[src/rtl/pipe_hazard_ctrl.sv]
// Hazard/forwarding controller for the in-order pipeline: scoreboard of in-flight
// writers (EX..WB), stage enables/flushes, PC enable, ALU forward selects, perf counters.
module pipe_hazard_ctrl #(
  parameter int NSTAGES      = 5,
  parameter int REG_AW       = 5,
  parameter int ZERO_REG     = 31,
  parameter int MEM_WAIT_MAX = 15,
  parameter int CNT_W        = 32
) (
  input  logic               clk,
  input  logic               rst,
  input  logic               id_valid,
  input  logic [REG_AW-1:0]  id_rs1,
  input  logic [REG_AW-1:0]  id_rs2,
  input  logic               id_rs1_used,
  input  logic               id_rs2_used,
  input  logic [REG_AW-1:0]  id_rd,
  input  logic               id_regwrite,
  input  logic               id_memread,
  input  logic               ex_branch_taken,
  input  logic               mem_req,
  input  logic               mem_ready,
  output logic [NSTAGES-1:0] stage_en,
  output logic [NSTAGES-1:0] stage_flush,
  output logic               pc_en,
  output logic [1:0]         fwd_a,
  output logic [1:0]         fwd_b,
  output logic [CNT_W-1:0]   stall_cnt,
  output logic [CNT_W-1:0]   flush_cnt,
  output logic               wait_timeout
);

  localparam int                WD_W   = $clog2(MEM_WAIT_MAX + 1);
  localparam logic [REG_AW-1:0] ZR     = REG_AW'(ZERO_REG);
  localparam logic [WD_W-1:0]   WD_MAX = WD_W'(MEM_WAIT_MAX);

  typedef struct packed {
    logic              valid;
    logic [REG_AW-1:0] rd;
    logic              regwrite;
    logic              memread;
    logic [REG_AW-1:0] rs1;
    logic [REG_AW-1:0] rs2;
    logic              rs1_used;
    logic              rs2_used;
  } sb_t;

  sb_t               sb_q [2:NSTAGES-1];
  sb_t               sb_d [2:NSTAGES-1];
  sb_t               id_entry;
  logic [CNT_W-1:0]  stall_cnt_q, stall_cnt_d;
  logic [CNT_W-1:0]  flush_cnt_q, flush_cnt_d;
  logic [WD_W-1:0]   wd_cnt_q, wd_cnt_d;
  logic              wait_timeout_q, wait_timeout_d;

  logic              mem_wait, load_use, fwd_stall, stall_ev, flush_ev;
  logic [1:0]        op_used, op_hit, op_stall;
  logic [REG_AW-1:0] op_src [2];
  logic [1:0]        fwd_sel [2];

  function automatic logic writes_reg(input sb_t e, input logic [REG_AW-1:0] r);
    return e.valid && e.regwrite && (e.rd != ZR) && (e.rd == r);
  endfunction

  assign id_entry = '{valid: id_valid, rd: id_rd, regwrite: id_regwrite, memread: id_memread,
                      rs1: id_rs1, rs2: id_rs2, rs1_used: id_rs1_used, rs2_used: id_rs2_used};

  assign op_used   = {sb_q[2].rs2_used, sb_q[2].rs1_used};
  assign op_src[0] = sb_q[2].rs1;
  assign op_src[1] = sb_q[2].rs2;

  // Youngest matching producer wins; MEM sub-stages have no bypass path, so a hit there stalls EX.
  always_comb begin
    op_hit   = '0;
    op_stall = '0;
    for (int op = 0; op < 2; op++) begin
      fwd_sel[op] = 2'b00;
      if (op_used[op]) begin
        if (writes_reg(sb_q[3], op_src[op])) begin
          fwd_sel[op] = 2'b10;
          op_hit[op]  = 1'b1;
        end
        for (int s = 4; s <= NSTAGES - 2; s++) begin
          if (!op_hit[op] && writes_reg(sb_q[s], op_src[op])) begin
            op_stall[op] = 1'b1;
            op_hit[op]   = 1'b1;
          end
        end
        if (!op_hit[op] && writes_reg(sb_q[NSTAGES-1], op_src[op]))
          fwd_sel[op] = 2'b01;
      end
    end
  end

  assign fwd_a     = fwd_sel[0];
  assign fwd_b     = fwd_sel[1];
  assign fwd_stall = |op_stall;
  assign mem_wait  = mem_req & ~mem_ready;
  assign load_use  = id_valid && sb_q[2].memread &&
                     ((id_rs1_used && writes_reg(sb_q[2], id_rs1)) ||
                      (id_rs2_used && writes_reg(sb_q[2], id_rs2)));

  always_comb begin
    stage_en    = '1;
    stage_flush = '0;
    pc_en       = 1'b1;
    stall_ev    = 1'b0;
    flush_ev    = 1'b0;
    if (mem_wait) begin
      stage_en[3:0]  = '0;
      stage_flush[4] = 1'b1;
      pc_en          = 1'b0;
      stall_ev       = 1'b1;
    end else if (fwd_stall) begin
      stage_en[2:0]  = '0;
      stage_flush[3] = 1'b1;
      pc_en          = 1'b0;
      stall_ev       = 1'b1;
    end else if (ex_branch_taken) begin
      stage_flush[2:0] = 3'b111;
      flush_ev         = 1'b1;
    end else if (load_use) begin
      stage_en[1:0]  = '0;
      stage_flush[2] = 1'b1;
      pc_en          = 1'b0;
      stall_ev       = 1'b1;
    end
    // Held in reset, the control outputs show idle values regardless of inputs.
    if (!rst) begin
      stage_en    = '1;
      stage_flush = '0;
      pc_en       = 1'b1;
      stall_ev    = 1'b0;
      flush_ev    = 1'b0;
    end
  end

  always_comb begin
    sb_d[2] = sb_q[2];
    if (stage_en[2]) sb_d[2] = stage_flush[2] ? '0 : id_entry;
    for (int s = 3; s < NSTAGES; s++) begin
      sb_d[s] = sb_q[s];
      if (stage_en[s]) sb_d[s] = stage_flush[s] ? '0 : sb_q[s-1];
    end
  end

  always_comb begin
    stall_cnt_d = stall_cnt_q;
    flush_cnt_d = flush_cnt_q;
    if (stall_ev && (stall_cnt_q != '1)) stall_cnt_d = stall_cnt_q + CNT_W'(1);
    if (flush_ev && (flush_cnt_q != '1)) flush_cnt_d = flush_cnt_q + CNT_W'(1);
    wd_cnt_d = '0;
    if (mem_wait) wd_cnt_d = (wd_cnt_q == WD_MAX) ? wd_cnt_q : wd_cnt_q + WD_W'(1);
    wait_timeout_d = wait_timeout_q | (mem_wait && (wd_cnt_d == WD_MAX));
  end

  always_ff @(posedge clk or negedge rst) begin
    if (!rst) begin
      for (int s = 2; s < NSTAGES; s++) sb_q[s] <= '0;
      stall_cnt_q    <= '0;
      flush_cnt_q    <= '0;
      wd_cnt_q       <= '0;
      wait_timeout_q <= 1'b0;
    end else begin
      for (int s = 2; s < NSTAGES; s++) sb_q[s] <= sb_d[s];
      stall_cnt_q    <= stall_cnt_d;
      flush_cnt_q    <= flush_cnt_d;
      wd_cnt_q       <= wd_cnt_d;
      wait_timeout_q <= wait_timeout_d;
    end
  end

  assign stall_cnt    = stall_cnt_q;
  assign flush_cnt    = flush_cnt_q;
  assign wait_timeout = wait_timeout_q;

endmodule

[config.mk]
export PLATFORM = sky130hd
export DESIGN_NAME = pipe_hazard_ctrl
export DESIGN_NICKNAME = d
export VERILOG_FILES = /design/src/rtl/pipe_hazard_ctrl.sv
export SDC_FILE = /design/constraint.sdc
export NUM_CORES = 1
export LEC_CHECK = 0
export ABC_AREA = 1
export ABC_CLOCK_PERIOD_IN_PS = 2700
export BUFFER_PORTS_ARGS = -buffer_cell sky130_fd_sc_hd__buf_2
export CAP_MARGIN = 20
export CORE_MARGIN = 5
export CORE_UTILIZATION = 25
export CTS_BUF_LIST = sky130_fd_sc_hd__clkbuf_4
export CTS_CLUSTER_SIZE = 16
export DETAILED_ROUTE_END_ITERATION = 10
export PLACE_DENSITY_LB_ADDON = 0.05
export SLEW_MARGIN = 40
export SYNTH_ARGS = -nofsm -noshare
export SYNTH_HDL_FRONTEND = slang
export SYNTH_SLANG_ARGS = --single-unit
[constraint.sdc]
create_clock -name clk -period 2.7 [get_ports clk]
set_clock_uncertainty 0.1 [all_clocks]
set_input_delay 0.27 -clock clk [delete_from_list [all_inputs] [get_ports clk]]
set_output_delay 0.27 -clock clk [all_outputs]
set_load 0.01 [all_outputs]
==> results_dict.tcl <==
set metrics [dict create \
    status "finished clean" \
    syn_to_final_growth_pct 20.09 \
    synthCells 894 \
    worst-path-buf-inv 3 \
    post-route-period-util_pct 89.08 \
    portBuffers 102 \
    power_density_nw_per_um2 433.3 \
    hold_viol_final 0 \
    num_vias 5786 \
    cts_tree "built" \
    synth_area_um2 6252 \
    swShare_pct 32.82 \
    timing.final.crit_period_ns 2.405 \
    cp_slowest_stage_delay_ns 0.46 \
    place_area_um2 7138 \
    arrival_ns 2.04 \
    ys_warn_count 0 \
    path_common_cell "nand2_1" \
    h-tree-depth 3 \
    max_clock_freq_mhz 415.8 \
    start_util_pct 25.56 \
    cp.required_ns 2.33 \
    cp_cell_sequence "inv_1, nand2_1, nand2_1, nor2_1, nand3_1, nand2_1, nand3_1, nand2_4, inv_1, buf_2" \
    ys.flop_type "dfrtp_1" \
    p_sw_mw 1.068 \
    synth_top_cell_by_area "dfrtp_1" \
    p_leak_nw 3.996 \
    nNetsFinal 1048 \
    setup_tns_ns 0 \
    die_h_um 168.1 \
    slew_headroom_pct 60.13 \
    ys_seq_area_share_pct 41.22 \
    ant_nets 0 \
    worst_setup_path_end_kind "primary output" \
    wirelength_met1_mm 9.842 \
    core_area_um2 24460 \
    power_mw 3.253 \
    die_area_um2 28270 \
    ys_types 35 \
    clkTransAtPathRegs_ns 0.16 \
    rows 57 \
    drv_slew 0 \
    tightest_slew_ns 0.5935 \
    layout.cells.non_filler 1348 \
    highest_layer "met4" \
    cap_violations 0 \
    async_flop_share_pct 100.0 \
    r2r_slack_ns 0.46 \
    place_inst 1310 \
    gp_congestion 0.7777 \
    synth_nets 922 \
    fin_ws_ns 0.2949 \
    seqPwrFrac_pct 56.6 \
    vias_per_cell 4.292 \
    cp-start-kind "flop" \
    synthAdderAreaFrac_pct 0.6004 \
    dr.first_iter.drc_count 237 \
    final_area_um2 7508 \
    cts_buffers 9 \
    grt_max_degree 55 \
    clock-sinks 103 \
    pwr-share-comb_pct 17.9 \
    final_cell_mix "nand2_1 (359), dfrtp_1 (103), buf_2 (101), nor2_1 (93), inv_1 (87)" \
    hpwlAfterDp_mm 15.03 \
    yosys_register_bits 103 \
    wl_mm 19.80 \
    wl_per_cell_um 14.69 \
    cts_buffer_depth 2 \
    p_clk_share_pct 25.5 \
    wl_met2_mm 8.940 \
    yosys-top-cells-area "dfrtp_1 (41%), nand2_1 (22%), xor2_1 (6.4%)" \
    cts_root_buffer "clkbuf_4" \
    io_pins 105 \
    fp.dieW_um 168.1 \
    final_util_pct 30.69 \
    gr-total-overflow 0 \
    antenna_found_initial 1 \
    place_ws_ns 0.4415 \
    rsz0062_at_grt "false" \
    drc 0 \
    synth-xor-area-share_pct 8.685 \
    final_layout_size_suffix_gt1_share_pct 14.57 \
    whs_ns 0.08650 \
    path_delay_family "simple AND/OR/NAND/NOR gates" \
    grt_pass1_vias 5974 \
    setup_viol 0 \
    synthMuxAreaShare_pct 0 \
    internal-power_mw 2.185 \
    crit_type "reg -> out" \
    synth_top_family_by_area "simple AND/OR/NAND/NOR gates" \
    hold_class "in -> reg" \
    crit_fanout 15 \
    grt_pass1_wl_mm 32.64 \
    met3_length_um 866 \
    layout_commonest_cell "nand2_1" \
    peakVddDrop_uv 216.5 \
    synth-edff-count 0 \
    netlist.area_leader.share_pct 41.22 \
    clock_latency_ns 0.48 \
    yosys.area_share.simple_pct 39.60 \
    synth_compound_area_share_pct 2.041 \
    slowest_stage "dfrtp_1" \
    firstDrtPassIters 4 \
    grt.total_usage_pct 14.26 \
    syn_avg_cell_area_um2 6.994 \
]
cell type report:
class / count / area (µm²)
Multi-Input combinational cell: 677 / 3202
Timing Repair Buffer: 141 / 867.1
Tap cell: 324 / 405.4
Fill cell: 2753 / 16950
Antenna cell: 1 / 2.502
Clock buffer: 10 / 75.07
Sequential cell: 103 / 2577
Clock inverter: 4 / 48.80
Inverter: 88 / 330.3
what timing repair did:
action,CTS,global route
setup buffers,0,0
hold endpoints to repair,71,0
endpoints found under the setup margin,0,4
hold buffers,23,0
gates resized for setup,0,2
state kept, by name, indices dropped and copies added, names as in the netlist:
signal,count
flush_cnt,32
op_src,10
op_used,2
sb_q,22
stall_cnt,32
wait_timeout,1
wd_cnt_q,4
kinds of logic (layout without fill, tap and decap cells):
kind of cell	Yosys count	after routing
flops	103	103
compound gates	22	22
buf+inv	114	243
xor+xnor	62	62
simple gates	588	588
other cells	2	3
fa+ha+maj	3	3
power by group through the flow:
stage | registers [mW] | logic [mW] | clock network, mW
2_1_floorplan | 1.86 | 0.308 | 0
3_3_place_gp | 1.88 | 0.577 | 0
3_5_place_dp | 1.88 | 0.575 | 0
4_1_cts | 1.85 | 0.603 | 0.896
5_1_grt | 1.87 | 0.672 | 0.942
6_report | 1.84 | 0.583 | 0.829
synthesized netlist by cell type (6+ instances only):
| master | count |
|---|---|
| o21ai_0 | 13 |
| xnor2_1 | 16 |
| nand4_1 | 15 |
| buf_2 | 8 |
| dfrtp_1 | 103 |
| xor2_1 | 46 |
| clkbuf_1 | 7 |
| nor2_1 | 93 |
| inv_1 | 87 |
| nor3_1 | 28 |
| nand2_1 | 359 |
| nand3_1 | 64 |
| buf_4 | 6 |
| nand3b_1 | 12 |
tightest hold or removal path: cells and delay by family:
kind            cells  cell delay (ns)
simple gates        1             0.06
buf+inv             3             0.19
compound gates      1             0.12
final timing paths:
path                                    from             to  cells after the start
worst max-delay path                sb_q[57]    stage_en[1]                     10
worst min-delay path                 mem_req    wd_cnt_q[2]                      5
worst max register to register  flush_cnt[0]   flush_cnt[6]                     10
worst min register to register  wait_timeout   wait_timeout                      1
max in group asynchronous                rst  stall_cnt[13]                      4
min in group asynchronous                rst  stall_cnt[30]                      3
metal layers:
layer | up-vias | track usage, %
met5 | - | 0
li1 | 3026 | -
met1 | 2638 | 19.73
met4 | 0 | 2.646
met2 | 112 | 23.22
met3 | 10 | 3.048
Note: power is estimated with default switching activity, not from simulation.
